==> src/rtl/dct_transpose_buf_if.sv <==
// ============================================================================
// Module      : dct_transpose_buf_if
// Description : Row-in / column-out handshake bundle for dct_transpose_buf.
//               out_last exists only when DCT_TPOSE_LAST_EN is defined.
// Revision    : 1.0 - initial release
// ============================================================================
`default_nettype none

interface dct_transpose_buf_if #(
    parameter int W = 16
);
    logic         in_valid;
    logic         in_ready;
    logic [W-1:0] in0, in1, in2, in3, in4, in5, in6, in7;
    logic         out_valid;
    logic         out_ready;
    logic [W-1:0] out0, out1, out2, out3, out4, out5, out6, out7;
`ifdef DCT_TPOSE_LAST_EN
    logic         out_last;
`endif

    // Buffer side.
    modport slave (
        input  in_valid, in0, in1, in2, in3, in4, in5, in6, in7, out_ready,
`ifdef DCT_TPOSE_LAST_EN
        output out_last,
`endif
        output in_ready, out_valid,
               out0, out1, out2, out3, out4, out5, out6, out7
    );

    // Row producer / column consumer side.
    modport master (
        output in_valid, in0, in1, in2, in3, in4, in5, in6, in7, out_ready,
`ifdef DCT_TPOSE_LAST_EN
        input  out_last,
`endif
        input  in_ready, out_valid,
               out0, out1, out2, out3, out4, out5, out6, out7
    );
endinterface

`default_nettype wire

==> src/rtl/dct_transpose_buf.sv <==
// ============================================================================
// Module      : dct_transpose_buf
// Description : Ping-pong 8x8 transpose buffer: rows in, columns out, two
//               banks so one block fills while the other drains.
//               Optional macro DCT_TPOSE_LAST_EN adds out_last (column 7).
// Revision    : 1.0 - initial release
// ============================================================================
`default_nettype none

module dct_transpose_buf #(
    parameter int W = 16
) (
    input  logic                  clk,
    input  logic                  rst,
    dct_transpose_buf_if.slave    bus
);

    localparam logic [2:0] c_LAST_IDX = 3'd7;

    logic [W-1:0] r_bank [2][8][8];

    logic         r_wr_sel;
    logic         r_rd_sel;
    logic [2:0]   r_wr_row;
    logic [2:0]   r_rd_col;
    logic [1:0]   r_full;
    logic [1:0]   w_full_nxt;

    logic         w_in_ready;
    logic         w_out_valid;
    logic         w_wr_fire;
    logic         w_rd_fire;
    logic [W-1:0] w_in  [8];
    logic [W-1:0] w_out [8];

    assign w_in[0] = bus.in0;
    assign w_in[1] = bus.in1;
    assign w_in[2] = bus.in2;
    assign w_in[3] = bus.in3;
    assign w_in[4] = bus.in4;
    assign w_in[5] = bus.in5;
    assign w_in[6] = bus.in6;
    assign w_in[7] = bus.in7;

    // Handshake flags come straight from registers, never from in_valid/out_ready.
    assign w_in_ready  = ~r_full[r_wr_sel];
    assign w_out_valid = r_full[r_rd_sel];
    assign w_wr_fire   = bus.in_valid & w_in_ready;
    assign w_rd_fire   = w_out_valid & bus.out_ready;

    // Set and clear always target different banks, so both may apply at once.
    always_comb begin
        w_full_nxt = r_full;
        if (w_wr_fire && (r_wr_row == c_LAST_IDX)) begin
            w_full_nxt[r_wr_sel] = 1'b1;
        end
        if (w_rd_fire && (r_rd_col == c_LAST_IDX)) begin
            w_full_nxt[r_rd_sel] = 1'b0;
        end
    end

    // Sample storage carries no reset; only the control state does.
    always_ff @(posedge clk) begin
        if (w_wr_fire) begin
            for (int c = 0; c < 8; c++) begin
                r_bank[r_wr_sel][r_wr_row][c] <= w_in[c];
            end
        end
    end

    always_ff @(posedge clk) begin
        if (rst) begin
            r_wr_sel <= 1'b0;
            r_rd_sel <= 1'b0;
            r_wr_row <= 3'd0;
            r_rd_col <= 3'd0;
            r_full   <= 2'b00;
        end else begin
            r_full <= w_full_nxt;
            if (w_wr_fire) begin
                r_wr_row <= r_wr_row + 3'd1;
                if (r_wr_row == c_LAST_IDX) begin
                    r_wr_sel <= ~r_wr_sel;
                end
            end
            if (w_rd_fire) begin
                r_rd_col <= r_rd_col + 3'd1;
                if (r_rd_col == c_LAST_IDX) begin
                    r_rd_sel <= ~r_rd_sel;
                end
            end
        end
    end

    // Column read: row index k of the draining bank at the current column.
    always_comb begin
        for (int k = 0; k < 8; k++) begin
            w_out[k] = w_out_valid ? r_bank[r_rd_sel][k][r_rd_col] : '0;
        end
    end

    assign bus.in_ready  = w_in_ready;
    assign bus.out_valid = w_out_valid;
    assign bus.out0      = w_out[0];
    assign bus.out1      = w_out[1];
    assign bus.out2      = w_out[2];
    assign bus.out3      = w_out[3];
    assign bus.out4      = w_out[4];
    assign bus.out5      = w_out[5];
    assign bus.out6      = w_out[6];
    assign bus.out7      = w_out[7];

`ifdef DCT_TPOSE_LAST_EN
    assign bus.out_last  = w_out_valid & (r_rd_col == c_LAST_IDX);
`endif

endmodule

`default_nettype wire
==> src/flat_wrapper.sv <==
// flat-port wrapper written by rule: the top's interface ports become plain ports
module dct_transpose_buf_flat 
#(
    parameter int W = 16
)
  (clk, rst, bus_in_valid, bus_in0, bus_in1, bus_in2, bus_in3, bus_in4, bus_in5, bus_in6, bus_in7, bus_out_ready, bus_in_ready, bus_out_valid, bus_out0, bus_out1, bus_out2, bus_out3, bus_out4, bus_out5, bus_out6, bus_out7);
  dct_transpose_buf_if #(.W(W)) bus_i ();
  input  logic clk;
  input  logic rst;
  input wire logic [$bits(bus_i.in_valid)-1:0] bus_in_valid;
  input wire logic [$bits(bus_i.in0)-1:0] bus_in0;
  input wire logic [$bits(bus_i.in1)-1:0] bus_in1;
  input wire logic [$bits(bus_i.in2)-1:0] bus_in2;
  input wire logic [$bits(bus_i.in3)-1:0] bus_in3;
  input wire logic [$bits(bus_i.in4)-1:0] bus_in4;
  input wire logic [$bits(bus_i.in5)-1:0] bus_in5;
  input wire logic [$bits(bus_i.in6)-1:0] bus_in6;
  input wire logic [$bits(bus_i.in7)-1:0] bus_in7;
  input wire logic [$bits(bus_i.out_ready)-1:0] bus_out_ready;
  output wire logic [$bits(bus_i.in_ready)-1:0] bus_in_ready;
  output wire logic [$bits(bus_i.out_valid)-1:0] bus_out_valid;
  output wire logic [$bits(bus_i.out0)-1:0] bus_out0;
  output wire logic [$bits(bus_i.out1)-1:0] bus_out1;
  output wire logic [$bits(bus_i.out2)-1:0] bus_out2;
  output wire logic [$bits(bus_i.out3)-1:0] bus_out3;
  output wire logic [$bits(bus_i.out4)-1:0] bus_out4;
  output wire logic [$bits(bus_i.out5)-1:0] bus_out5;
  output wire logic [$bits(bus_i.out6)-1:0] bus_out6;
  output wire logic [$bits(bus_i.out7)-1:0] bus_out7;
  assign bus_i.in_valid = bus_in_valid;
  assign bus_i.in0 = bus_in0;
  assign bus_i.in1 = bus_in1;
  assign bus_i.in2 = bus_in2;
  assign bus_i.in3 = bus_in3;
  assign bus_i.in4 = bus_in4;
  assign bus_i.in5 = bus_in5;
  assign bus_i.in6 = bus_in6;
  assign bus_i.in7 = bus_in7;
  assign bus_i.out_ready = bus_out_ready;
  assign bus_in_ready = bus_i.in_ready;
  assign bus_out_valid = bus_i.out_valid;
  assign bus_out0 = bus_i.out0;
  assign bus_out1 = bus_i.out1;
  assign bus_out2 = bus_i.out2;
  assign bus_out3 = bus_i.out3;
  assign bus_out4 = bus_i.out4;
  assign bus_out5 = bus_i.out5;
  assign bus_out6 = bus_i.out6;
  assign bus_out7 = bus_i.out7;
  dct_transpose_buf #(.W(W)) u_core (.clk(clk), .rst(rst), .bus(bus_i));
endmodule
==> config.mk <==
export PLATFORM = sky130hd
export DESIGN_NAME = dct_transpose_buf_flat
export DESIGN_NICKNAME = d
export VERILOG_FILES = /design/src/rtl/dct_transpose_buf_if.sv /design/src/rtl/dct_transpose_buf.sv /design/src/flat_wrapper.sv
export SDC_FILE = /design/constraint.sdc
export NUM_CORES = 2
export LEC_CHECK = 0
export CELL_PAD_IN_SITES_DETAIL_PLACEMENT = 0
export CELL_PAD_IN_SITES_GLOBAL_PLACEMENT = 2
export CORE_ASPECT_RATIO = 0.5
export CORE_MARGIN = 2
export CORE_UTILIZATION = 51
export CTS_CLUSTER_DIAMETER = 30
export DETAILED_ROUTE_END_ITERATION = 6
export PLACE_DENSITY_LB_ADDON = 0.15
export SLEW_MARGIN = 20
export SYNTH_ARGS = -nofsm -noshare
export SYNTH_HDL_FRONTEND = slang
export SYNTH_SLANG_ARGS = --single-unit
==> constraint.sdc <==
create_clock -name clk -period 17.9 [get_ports clk]
set_input_delay 1.79 -clock clk [delete_from_list [all_inputs] [get_ports clk]]
set_output_delay 1.79 -clock clk [all_outputs]
set_load 0.005 [all_outputs]
==> results.cfg <==
[status]
outcome = completed

[setup_path]
critical_path_class = flop to output pin
critPathCaptureType = output pin
cp.arrival_ns = 5.92
required_ns = 16.11
crit_path_max_fanout = 46
startpoint_type = flop

[routing]
drtAntennaViolNets = 0
route.detailed.drc = 0
totalWireLength_mm = 275
vias = 49800
drt_iter0_drc = 7902
wire_per_inst_um = 35.7
dr.pass1.iters = 6
via_per_inst = 6.46

[layout]
seqCellArea_um2 = 61700
syn2layout_area_growth_pct = 15.6
drive_gt1_share_pct = 21.7
fin_cells = 7704
multi_input_area_um2 = 22100
final_nets = 5341
design_area_um2 = 99500
fill_cells = 12500

[timing]
relSlewSlack_pct = 18.3
hold_viol_final = 0
fmax_ghz = 0.130
worstMarginPinSlew_ns = 1.22
finalSetupTns_ns = 0
fin_crit_sh_pct = 43.1
rsz0062_at_grt = no
drv_slew = 0
layout_min_cycle_time_ns = 7.71
fin_skew_ns = 0.0356
setup_viol = 0

[synthesis]
synthesis.area_um2 = 86100
synth_cells = 4978
synth.distinct_cells = 43
synthesis.nets = 5114
syn_avg_cell_area_um2 = 17.3
ys_seq_area_share_pct = 71.7
async_flop_share_pct = 0
yosysWarnings = 0
synth-seq-cells = 2059
synth_enable_flop_cells = 2048
ys.flop_type = edfxtp_1

[clocking]
root_buffer = clkbuf_16
post-cts-setup-buffers = 0
numClockSinks = 2059
cts_tree = built
cts_buffers = 278
h-tree-depth = 5
clk_pin_slew_worst_paths_ns = 0.05
cts.path.max_buffers = 4
cts_hold_buf = 0
insertion_delay_ns = 0.83
cts_resized = 0

[flow_run]
drv_cap = 0

[floorplanning]
dieArea_um2 = 172000
initial_core_util_pct = 51.4
die_w_um = 585
die_y_um = 295
core_area_um2 = 167000
num_rows = 106
ios = 262

[grt]
grt_pass1_vias = 49600
grt_max_degree = 155
grt_usage_pct = 32.1
antenna_found_initial = 49
grt_pass1_wl_mm = 379
overflow = 0

[power]
cellPowerDensity_nw_per_um2 = 114
p_leak_uw = 0.0343
power_uw = 11300
irDropWorstVdd_mv = 0.0679

[placed_design]
place_area_um2 = 90400
post-dp-hpwl_mm = 157
dpl.cell_count = 7192
routabilityCongestion = 0.788
io_buffer_count = 261

[min_path]
worstHoldPathType = flop to flop
-- registers in the layout (all words and copies together) (netlist names), named ones only --
register and count:
u_core.r_bank 2048, u_core.r_rd_col 3, u_core.r_wr_row 3, u_core.r_full 2
u_core.r_rd_sel 1, u_core.r_wr_sel 1
-- metal layers --
| metal | part of all wire (%) | GRT usage [%] | routed length, um | up-vias |
|---|---|---|---|---|
| li1 | - | - | - | 20000 |
| met1 | 39 | 46.4 | 108000 | 26500 |
| met2 | 46 | 48.4 | 125000 | 2813 |
| met3 | 12 | 8.44 | 33900 | 387 |
| met4 | 2.8 | 9.46 | 7600 | 14 |
| met5 | 0.064 | 0.364 | 175 | - |
-- cell usage after synthesis, types with 3 or more instances --
| library cell | n | area share [%] |
|---|---|---|
| clkbuf_1 | 156 | 0.68 |
| edfxtp_1 | 2048 | 71 |
| nor3_1 | 3 | 0.017 |
| mux4_2 | 509 | 13 |
| a21oi_1 | 4 | 0.023 |
| nand2_1 | 1087 | 4.7 |
| buf_1 | 8 | 0.035 |
| a21o_1 | 448 | 3.9 |
| nand2_4 | 8 | 0.10 |
| and4_1 | 6 | 0.061 |
| a22oi_2 | 20 | 0.29 |
| mux2i_1 | 5 | 0.058 |
| nor2_1 | 16 | 0.070 |
| buf_2 | 233 | 1.4 |
| buf_4 | 44 | 0.38 |
| dfxtp_1 | 11 | 0.26 |
| nand4_2 | 3 | 0.044 |
| nand3_1 | 7 | 0.041 |
| inv_2 | 3 | 0.013 |
| ha_1 | 4 | 0.058 |
| and2_1 | 8 | 0.058 |
| a22oi_1 | 234 | 2.0 |
| buf_6 | 22 | 0.29 |
| nor2b_1 | 66 | 0.48 |
-- final timing paths --
check	slack, ns	cells past startpoint	start	end
worst min register to register	0.54	2	u_core.r_wr_row[2]$_SDFFE_PP0N_	u_core.r_wr_row[2]$_SDFFE_PP0N_
worst min-delay path	0.54	2	u_core.r_wr_row[2]$_SDFFE_PP0N_	u_core.r_wr_row[2]$_SDFFE_PP0N_
worst max register to register	13.36	8	u_core.r_wr_sel$_SDFFE_PP0N_	u_core.r_bank[1][630]$_DFFE_PP_
worst max-delay path	10.19	8	flop	bus_out6[2]
-- report_power, final --
group          internal (uW)  switching, uW  leakage [uW]  total, uW
Clock                   3300           2130       0.00436       5430
Sequential              5400           13.5        0.0186       5410
Combinational            135            361        0.0114        496
Total                   8830           2510        0.0343      11300
-- area by class of cell --
cell class / count / area share, %
timing repair buffer: 410 / 3.75
tap: 2268 / 2.85
sequential: 2059 / 62.0
multi-input combinational: 2450 / 22.2
clock inverter: 177 / 1.73
clock buffer: 318 / 7.33
antenna: 16 / 0.0402
inverter: 6 / 0.0226
-- metrics by stage --
| stage | utilization [%] | worst slack, ns | hold WS, ns |
|---|---|---|---|
| after floorplan | - | 9.27 | 0.486 |
| after global placement | 54.0 | 10.71 | 0.515 |
| after detailed placement | 54.0 | 10.69 | 0.534 |
| after CTS | 59.4 | 9.80 | 0.542 |
| after global routing | 59.4 | 9.68 | 0.583 |
| final | 59.4 | 10.19 | 0.544 |
-- cell families after synthesis --
kind of cell    after synthesis  share of synthesized area, %
compound gates              714                          6.33
xor+xnor                      4                        0.0407
fa+ha+maj                     4                        0.0581
buf+inv                     469                          2.77
flops                      2059                          71.7
mux                         517                          13.4
simple gates               1211                          5.70
-- worst max-delay path, stage by stage (launching register included) --
cell,delay [ns]
dfxtp_4,0.67
buf_16,0.30
buf_4,0.62
buf_4,0.71
buf_4,0.85
mux4_2,0.62
a22oi_1,0.22
nand2_1,0.40
clkdlybuf4s50_1,0.59
-- layout by cell type (no fill, tap or decap), drive strengths merged, types with 3 or more instances in the layout --
cell type / instances
nor2b: 66
a22oi: 254
diode: 16
nor3: 3
edfxtp: 2048
and4: 6
nand3: 7
inv: 37
clkdlybuf4s50: 242
buf: 167
clkbuf: 319
nand2: 1095
dfxtp: 11
ha: 4
and2: 8
mux2i: 6
clkinvlp: 28
a21oi: 4
bufinv: 24
a21o: 448
nor2: 16
nand4: 3
mux4: 509
clkinv: 94
No activity file was read; power rests on OpenSTA's default activity.
